===== config.mk =====
export PLATFORM = sky130hd
export DESIGN_NAME = change_dispenser
export DESIGN_NICKNAME = d
export VERILOG_FILES = /design/src/rtl/change_dispenser.sv
export SDC_FILE = /design/constraint.sdc
export NUM_CORES = 1
export LEC_CHECK = 0
export CORE_MARGIN = 1.5
export CORE_UTILIZATION = 35
export CTS_BUF_LIST = sky130_fd_sc_hd__clkbuf_2 sky130_fd_sc_hd__clkbuf_4 sky130_fd_sc_hd__clkbuf_8
export CTS_CLUSTER_DIAMETER = 60
export CTS_CLUSTER_SIZE = 12
export DETAILED_ROUTE_END_ITERATION = 12
export PLACE_DENSITY = 0.55
export RECOVER_POWER = 25
export SETUP_SLACK_MARGIN = 0.15
export SLEW_MARGIN = 5
export SYNTH_ARGS = -nofsm -noshare
export SYNTH_HDL_FRONTEND = slang
export SYNTH_SLANG_ARGS = --single-unit

===== constraint.sdc =====
create_clock -name clk -period 3.7 [get_ports clk]
set_input_delay 0.74 -clock clk [delete_from_list [all_inputs] [get_ports clk]]
set_output_delay 0.74 -clock clk [all_outputs]
set_load 0.02 [all_outputs]

===== src/rtl/change_dispenser.sv =====
// Greedy coin payout: turns a change amount into timed single-coin eject
// pulses, skipping empty hoppers and reporting any unpayable remainder.
module change_dispenser #(
    parameter int PULSE_CYCLES = 1000,
    parameter int GAP_CYCLES   = 1000
) (
    input  logic       clk,
    input  logic       rst,
    input  logic       start,
    input  logic [9:0] amount,
    input  logic       dollar_empty,
    input  logic       quarter_empty,
    input  logic       dime_empty,
    input  logic       nickel_empty,
    output logic       ready,
    output logic       busy,
    output logic       done,
    output logic       error,
    output logic [9:0] short_amount,
    output logic       dollar_out,
    output logic       quarter_out,
    output logic       dime_out,
    output logic       nickel_out
);

    localparam int MAXC = (PULSE_CYCLES > GAP_CYCLES) ? PULSE_CYCLES : GAP_CYCLES;
    localparam int CW   = $clog2(MAXC) + 1;
    localparam logic [CW-1:0] P_LAST = CW'(PULSE_CYCLES - 1);
    localparam logic [CW-1:0] G_LAST = CW'(GAP_CYCLES - 1);

    typedef enum logic [2:0] {
        IDLE,
        SELECT,
        PULSE,
        GAP,
        DONE
    } state_t;

    state_t        state_q, state_d;
    logic [9:0]    rem_q, rem_d;
    logic [CW-1:0] cnt_q, cnt_d;
    logic [3:0]    coin_q, coin_d;
    logic [3:0]    out_q, out_d;
    logic          ready_q, ready_d;
    logic          busy_q, busy_d;
    logic          done_q, done_d;
    logic          error_q, error_d;
    logic [9:0]    short_q, short_d;

    logic [3:0]    avail;
    logic [3:0]    pick;
    logic [9:0]    coin_val;

    // Bit order {dollar, quarter, dime, nickel}; highest eligible bit wins.
    always_comb begin
        avail[3] = !dollar_empty  && (rem_q >= 10'd100);
        avail[2] = !quarter_empty && (rem_q >= 10'd25);
        avail[1] = !dime_empty    && (rem_q >= 10'd10);
        avail[0] = !nickel_empty  && (rem_q >= 10'd5);
        pick = 4'b0000;
        if (avail[3])      pick = 4'b1000;
        else if (avail[2]) pick = 4'b0100;
        else if (avail[1]) pick = 4'b0010;
        else if (avail[0]) pick = 4'b0001;
    end

    always_comb begin
        coin_val = 10'd0;
        unique case (1'b1)
            coin_q[3]: coin_val = 10'd100;
            coin_q[2]: coin_val = 10'd25;
            coin_q[1]: coin_val = 10'd10;
            coin_q[0]: coin_val = 10'd5;
            default:   coin_val = 10'd0;
        endcase
    end

    always_comb begin
        state_d = state_q;
        rem_d   = rem_q;
        cnt_d   = cnt_q;
        coin_d  = coin_q;
        out_d   = out_q;
        ready_d = ready_q;
        busy_d  = busy_q;
        done_d  = 1'b0;
        error_d = error_q;
        short_d = short_q;
        case (state_q)
            IDLE: begin
                if (start) begin
                    state_d = SELECT;
                    rem_d   = amount;
                    error_d = 1'b0;
                    short_d = 10'd0;
                    ready_d = 1'b0;
                    busy_d  = 1'b1;
                end
            end
            SELECT: begin
                if (rem_q == 10'd0) begin
                    state_d = DONE;
                    done_d  = 1'b1;
                end else if (pick == 4'b0000) begin
                    state_d = DONE;
                    done_d  = 1'b1;
                    error_d = 1'b1;
                    short_d = rem_q;
                end else begin
                    state_d = PULSE;
                    coin_d  = pick;
                    out_d   = pick;
                    cnt_d   = '0;
                end
            end
            PULSE: begin
                if (cnt_q == P_LAST) begin
                    state_d = GAP;
                    rem_d   = rem_q - coin_val;
                    out_d   = 4'b0000;
                    cnt_d   = '0;
                end else begin
                    cnt_d = cnt_q + 1'b1;
                end
            end
            GAP: begin
                if (cnt_q == G_LAST) begin
                    state_d = SELECT;
                    cnt_d   = '0;
                end else begin
                    cnt_d = cnt_q + 1'b1;
                end
            end
            DONE: begin
                state_d = IDLE;
                ready_d = 1'b1;
                busy_d  = 1'b0;
            end
            default: begin
                state_d = IDLE;
                out_d   = 4'b0000;
                ready_d = 1'b1;
                busy_d  = 1'b0;
            end
        endcase
    end

    always_ff @(posedge clk or posedge rst) begin
        if (rst) begin
            state_q <= IDLE;
            rem_q   <= 10'd0;
            cnt_q   <= '0;
            coin_q  <= 4'b0000;
            out_q   <= 4'b0000;
            ready_q <= 1'b1;
            busy_q  <= 1'b0;
            done_q  <= 1'b0;
            error_q <= 1'b0;
            short_q <= 10'd0;
        end else begin
            state_q <= state_d;
            rem_q   <= rem_d;
            cnt_q   <= cnt_d;
            coin_q  <= coin_d;
            out_q   <= out_d;
            ready_q <= ready_d;
            busy_q  <= busy_d;
            done_q  <= done_d;
            error_q <= error_d;
            short_q <= short_d;
        end
    end

    assign ready        = ready_q;
    assign busy         = busy_q;
    assign done         = done_q;
    assign error        = error_q;
    assign short_amount = short_q;
    assign dollar_out   = out_q[3];
    assign quarter_out  = out_q[2];
    assign dime_out     = out_q[1];
    assign nickel_out   = out_q[0];

endmodule

* Word-level counts from Yosys, hierarchy flattened
Index checks and enable logic that the tools add are counted.
Widths: inputs -> output; s select.
** Operators by class
- Reduce and logical (&&, ||, !) cells :: 24
- $add $sub $neg :: 2
- Multiplexer cells :: 36
- Bitwise operators :: 4
- Order comparisons :: 4
- Eq/ne operators :: 11
** Operators by type and width (number)
- $mux 10 :: 5
- $pmux 10 s2 :: 2
- $mux 11 :: 3
- $pmux 7 s4 :: 1
- $pmux 11 s2 :: 1
- $mux 4 :: 5
- $mux 3 :: 5
- $ne 2x2->1 const B :: 6
- $pmux 3 s4 :: 1
- $pmux 4 s3 :: 1
- $reduce_and 3->1 :: 4
- $add 11x1->11 const B :: 1
- $eq 11x10->1 const B :: 1
- $ge 10x3->1 const B :: 1
- $ge 10x4->1 const B :: 1
- $ge 10x5->1 const B :: 1
- $ge 10x7->1 const B :: 1
- $logic_not 10->1 :: 1
- $sub 10x10->10 :: 1
- $mux 1 :: 8
- $reduce_and 4->1 :: 2
- $eq 3x2->1 const B :: 2
- $pmux 1 s2 :: 3
- $reduce_bool 2->1 :: 3
- other kinds (11) :: 21
** Storage, ports and cells
- Bits in registers :: 46
- Input bits :: 17
- Output and inout port bits :: 18

* Depth between registers and ports, before layout
Gate-level depths: netlist of run 1.
- Depth after elaboration :: 10
- Gate-level depth with buffers :: 9
- Gate-level depth less buffers :: 9

* Worst setup path after synthesis of run 1
Ideal clock, no wire load.
- Path type :: input to register
- From :: in start
- To :: reg rem_q[9]
- Slack :: 1.578 ns
- Stages :: 6
- Library setup time :: 0.069 ns
- Buffers on the path :: 0
- Arrival time :: 2.053 ns
- Path through :: or3b_1 -> nor2_1 -> a21oi_2 -> or3_1 -> mux2_2 -> nand3_1
** Between the ends
- Cells in the longest elaborated chain, start to end :: 2
** RTL lines
- start, declared :: RTL line 9 : input logic start,
- $ne 2x2->1 (no source line)
- $reduce_and 3->1 (no source line)
- end signal, assigned :: RTL line 162 : rem_q <= rem_d;
- end, declared :: RTL line 40 : logic [9:0] rem_q, rem_d;
Every way passes these cells.
A chain may end at the register's enable or synchronous reset.

* Worst setup path after layout of run 1
- From :: reg rem_q[7]
- To :: reg short_q[4], in the netlist short_amount[4]
** Between the ends
- Cells in the longest elaborated chain, start to end :: 9
- Elaborated cells on any way between the ends :: 17
- Those cells by class :: order compare: 4; eq/ne: 2; mux: 4; reduce/logical: 7
** RTL lines
- $ge 10x3->1 :: RTL line 59 : avail[0] = !nickel_empty && (rem_q >= 10'd5);
- $logic_and 1x1->1 :: RTL line 59
- $mux 1 :: RTL line 64 : else if (avail[0]) pick = 4'b0001;
- $mux 2 :: RTL line 63 : else if (avail[1]) pick = 4'b0010;
- $mux 4 :: RTL line 62 : else if (avail[2]) pick = 4'b0100;
- $mux 4 :: RTL line 61 : if (avail[3]) pick = 4'b1000;
- $logic_not 4->1 :: RTL line 104 : end else if (pick == 4'b0000) begin
- $ne 2x2->1 (no source line)
- $reduce_and 4->1 (no source line) (*)
- end signal, assigned :: RTL line 170 : short_q <= short_d;
- end, declared :: RTL line 48 : logic [9:0] short_q, short_d;
Every way passes the cells marked *; elsewhere a longest branch is shown, timed or not.

==> results.toml, run 1 <==
[outcome]
status = "finished with violations"
violations = "capacitance limit, slew limit"

[cts]
cts_tree = "built"
cts_resized = 0
clk_pin_slew_ns = 0.09
cts.sinks = 46
hold_buffers = 0
numCtsBuffers = 5
htree_levels = 2
cts_root_buffer = "clkbuf_8"
postCtsSetupRepairBufs = 0
clock_latency_ns = 0.31
clockBufferDepth = 2

[global_routing]
grt_pass1_vias = 2114
antenna_found_initial = 0
gr-total-overflow = 0
grt_pass1_wl_um = 9950
grt_max_degree = 47
grt_use_total_pct = 16.5

[power]
p_per_area_mw_per_mm2 = 313
p_leak_nw = 1.32
ir_worst_vdd_uv = 191

[critical_path]
worstReg2RegEnd = "short_amount[4]"
startpoint = "rem_q[7]"
arrival_ns = 2.88
cp-start-kind = "register"
required_ns = 3.87
endpoint = "short_amount[4]"
reg2reg_depth = 5
cp_slowest_cell = "and2_1"
worstPathCellList = "nor3_1 > a21oi_1 > nor4_1 > and2_1 > o21ai_0"
end_kind = "register"
r2r_slack_ns = 0.99
cpPeakStageDelay_ns = 0.58
worstSetupPathType = "reg -> reg"
r2r_start = "rem_q[7]"
cp_max_fo = 21

[floorplanning]
die_w_um = 88.3
design.die.area_sq_mm = 0.00779
start_util_pct = 36.8
core_area_sq_mm = 0.00691
rows = 30
die_height_um = 88.3
ios = 35

[sta]
hold_viol_final = 0
hold-worst-slack_ns = 0.486
finClkSkew_ns = 0.0142
tightestPinTransition_ns = 1.78
relSlewSlack_pct = -19.0
fin_crit_ns = 2.71
finalSetupViolations = 0
tns_ns = 0
rsz0062_at_grt = "no"
period_share_pct = 73.2
slew_viol_final = 47
max_freq_mhz = 369

[drt]
drcViolationCount = 0
viasPerCell = 5.08
dr.pass1.iters = 4
drtAntennaViolNets = 0
dr.first_iter.drc_count = 112
via_count = 2094
drt_wl_total_um = 5900
drt-wirelength-per-cell_um = 14.3

[layout]
drive_gt1_share_pct = 6.65
area_delta_synth_final_pct = 20.7
diodes = 0
nets = 341
final_util_pct = 44.4

[synth]
syn_inst = 283
synth-edff-count = 0
synth_top_area_share_pct = 44.3
yosysMostFrequentCell = "dfrtp_1"
ys_seq_area_share_pct = 45.3
ys_async_sr_fraction_pct = 100
syn_area_per_cell_sq_um = 8.99
synth_flop_cell = "dfrtp_1"
synth_commonest_cells = "dfrtp_1 (45), nor2_1 (35), nand2_1 (33)"
synth_top_cell_by_area = "dfrtp_1"
ys_ff_latch = 46
mappedNetlistNets = 309
synth_cell_type_count = 53
synth_warnings = 0
synthesis.area_sq_mm = 0.00254
ys_top_cells_by_area = "dfrtp_1 (44%), o21ai_0 (5.5%), nor2_1 (5.2%)"

[placed_design]
gp_congestion = 0.767
dpl.hpwl_um = 4210
io_buffer_count = 34

[flow_run]
maxCapViolCount = 1

[hold_path]
min_path_type = "reg -> reg"
worstHoldPathCells = 1
[worst min path at each step]
stage                     startpoint        end
after floorplan            cnt_q[10]  cnt_q[10]
after global routing        out_q[1]   out_q[1]
after detailed placement       error      error
final                          error      error
after global placement         error      error
after CTS                   out_q[1]   out_q[1]
[worst max-delay path: cells and delay by family (launching register included)]
family	cells	cell delay (ns)
AOI/OAI and AO/OA	2	0.50
and+or+nand+nor	3	1.60
DFF	1	0.46
[report_power, final]
group,switching [W],internal (W)
combinational,0.0000295,0.0000275
clock,0.000183,0.000209
sequential,0.00000745,0.000506
[routing by layer]
layer	wire length (um)	track usage [%]	vias up
li1	-	-	1073
met1	2810	20.7	992
met2	2900	29.1	25
met3	172	4.10	4
met4	21	3.41	0
met5	0	0	-
[registers in the layout, summed over array words and instances (netlist names)]
name          count
coin_q            4
cnt_q            11
rem_q            10
done              1
short_amount     10
state_q           3
busy              1
out_q             4
ready             1
error             1
[final cells by class]
type / count / area [sq um]
Clock buffer: 6 / 76.3
Clock inverter: 2 / 37.5
Fill cell: 716 / 3840
Inverter: 8 / 30.0
Multi-Input combinational cell: 219 / 1310
Sequential cell: 46 / 1150
Tap cell: 96 / 120
Timing Repair Buffer: 35 / 348
[metrics by stage]
| stage | setup slack (ns) | area [sq um] | power, W | instances |
|---|---|---|---|---|
| 5_1_grt | 0.669 | 3070 | 0.00100 | 412 |
| 3_3_place_gp | 0.920 | 2970 | 0.000582 | 404 |
| 6_report | 0.991 | 3070 | 0.000962 | 412 |
| 2_1_floorplan | 1.58 | 2540 | 0.000553 | 283 |
| 3_5_place_dp | 0.829 | 2970 | 0.000582 | 404 |
| 4_1_cts | 1.13 | 3080 | 0.000977 | 412 |
[cell usage in the layout, fill, tap and decap left out, drive strengths merged, types with 4 or more instances in the layout]
cell type      synthesis  final
clkbuf                 6      6
and3                   8      8
nand2                 33     33
a21o                   6      6
a21oi                 21     21
nor2                  36     36
dfrtp                 45     45
clkdlybuf4s50          0     32
nand3                  6      6
nor3                   9      9
ha                     8      8
or2                    4      4
inv                    8      8
a211oi                 4      4
o21ai                 32     32
a31oi                  4      4
nor2b                  4      4
[cell families after synthesis]
logic type / after synthesis / share of synthesized area, %
fa+ha+maj: 9 / 4.72
compound gates: 83 / 20.2
flops: 46 / 45.3
buf+inv: 18 / 2.95
xor+xnor: 3 / 1.03
simple gates: 121 / 24.5
mux: 3 / 1.23
(Power assumes the default switching activity.)
==> inputs of run 2 (changes only) <==
Settings changed: PLACE_DENSITY 0.55 to 0.57.
Clock period 3.7 ns to 2.4 ns, I/O delays scaled along.
==> run 2 against run 1 <==
  * The flow now finishes without violations
  * Wire length up 3.1%
  * Design area up 5.3%
  * Register-to-register slack worse by 0.75 ns
  * Maximum frequency up 25%
  * Sequential share of layout area down 1.8 points
  * Worst setup slack worse by 0.75 ns
  * Cell count up 3.6%
  * Die area unchanged
  * Clock power up 31%
  * Sequential power up 54%
  * Core utilization up 2.3 points
==> results.toml, run 2 (synthesis results as in run 1) <==
[outcome]
status = "complete, no violations"

[global_routing]
antenna_found_initial = 0
gr-total-overflow = 0
grt_pass1_wl_um = 10400
grt_use_total_pct = 17.3
grt_max_degree = 25
grt_pass1_vias = 2084

[critical_path]
worstSetupPathType = "reg -> reg"
end_kind = "register"
r2r_start = "coin_q[0]"
r2r_slack_ns = 0.24
cp-start-kind = "register"
cp_max_fo = 3
required_ns = 2.61
reg2reg_depth = 9
arrival_ns = 2.37
worstReg2RegEnd = "rem_q[6]"

[drt]
viasPerCell = 5.13
via_count = 2189
dr.pass1.iters = 4
drt-wirelength-per-cell_um = 14.3
drcViolationCount = 0
drt_wl_total_um = 6090
dr.first_iter.drc_count = 92
drtAntennaViolNets = 0

[layout]
final_cell_mix = "dfrtp_1 (43), nor2_1 (34), nand2_1 (33), clkdlybuf4s50_1 (33), o21ai_0 (26)"
regMostFlops = "cnt_q"
nets = 356
final_util_pct = 46.8
area_delta_synth_final_pct = 27.0
diodes = 0
final_common_cell = "dfrtp_1"
drive_gt1_share_pct = 15.1
fin_area_sq_mm = 0.00323
fill_cells = 700
largest_register_ffs = 11

[sta]
rsz0062_at_grt = "yes"
layout_setup_ws_ns = 0.237
finalSetupViolations = 0
max_freq_mhz = 462
period_share_pct = 90.1
tns_ns = 0
tightestPinTransition_ns = 0.922
relSlewSlack_pct = 38.5
hold_viol_final = 0
slew_viol_final = 0
finClkSkew_ns = 0.00847
hold-worst-slack_ns = 0.489
fin_crit_ns = 2.16

[cts]
clock_latency_ns = 0.31
htree_levels = 2
cts.sinks = 46
clk_pin_slew_ns = 0.09
cts_root_buffer = "clkbuf_8"
numCtsBuffers = 5
cts_tree = "built"
clockBufferDepth = 2

[floorplanning]
core_area_sq_mm = 0.00691
start_util_pct = 36.8
ios = 35
die_w_um = 88.3
die_height_um = 88.3
design.die.area_sq_mm = 0.00779
rows = 30

[placed_design]
gp_congestion = 0.808
io_buffer_count = 34
dp_slack_ns = 0.128
dpl.hpwl_um = 4470
post_dp_cell_area_sq_mm = 0.00307

[hold_path]
hold_path_end = "error"
worstHoldPathCells = 1
hold_start = "error"
min_path_type = "reg -> reg"

[flow_run]
maxCapViolCount = 0

[power]
ir_worst_vdd_uv = 269
p_per_area_mw_per_mm2 = 434
p_leak_nw = 1.40
## run 2: critical path, stage by stage, from the launching register on
cell and delay [ns]:
dfrtp_1 0.38, or2_2 0.29, ha_2 0.19, fa_2 0.34, nor2b_2 0.14, o21a_1 0.17
o21ai_2 0.07, a21oi_1 0.16, xnor2_1 0.09, o31ai_1 0.24
## run 2: worst max path at each step
| stage | startpoint | endpoint | slack [ns] | cells after the start |
|---|---|---|---|---|
| 2_1_floorplan | coin_q[0] | rem_q[4] | 0.31 | 9 |
| 3_3_place_gp | start | rem_q[8] | 0.16 | 7 |
| 3_5_place_dp | start | rem_q[8] | 0.13 | 7 |
| 4_1_cts | coin_q[0] | rem_q[6] | 0.15 | 9 |
| 5_1_grt | rst | rem_q[2] | 0.09 | 3 |
| 6_report | coin_q[0] | rem_q[6] | 0.24 | 9 |
## run 2: repair_timing
action,in CTS,in global routing
setup buffers,0,4
hold buffers,0,0
resized for setup,2,13
endpoints found under the setup margin,3,22
pin swaps,1,6
## run 2: cell type report
cell class / instances / area (sq um) / area share [%]
inverters: 8 / 30.0 / 0.930
well taps: 96 / 120 / 3.72
flip-flops and latches: 46 / 1150 / 35.7
repair buffers: 50 / 470 / 14.6
clock inverters: 2 / 12.5 / 0.387
multi-input cells: 219 / 1360 / 42.1
clock buffers: 6 / 82.6 / 2.56
## run 2: per-layer routing
layer  track usage, %  part of all wire, %
met1             24.5                   49
met5                0                    0
met2             26.8                   45
met3             3.54                  4.1
met4             5.40                  1.5
## run 2: report_power, final
part	leakage, nW	total (W)	internal (W)	switching (W)
sequential	0.575	0.000791	0.000780	0.0000116
clock	0.0472	0.000512	0.000232	0.000280
combinational	0.774	0.0000975	0.0000471	0.0000504
total	1.40	0.00140	0.00106	0.000342
## run 2: stage by stage
stage	total power [W]	instances
finish	0.00140	427
global route	0.00146	427
CTS	0.00142	423
detailed placement	0.000905	415
global placement	0.000905	415
floorplan	0.000852	283
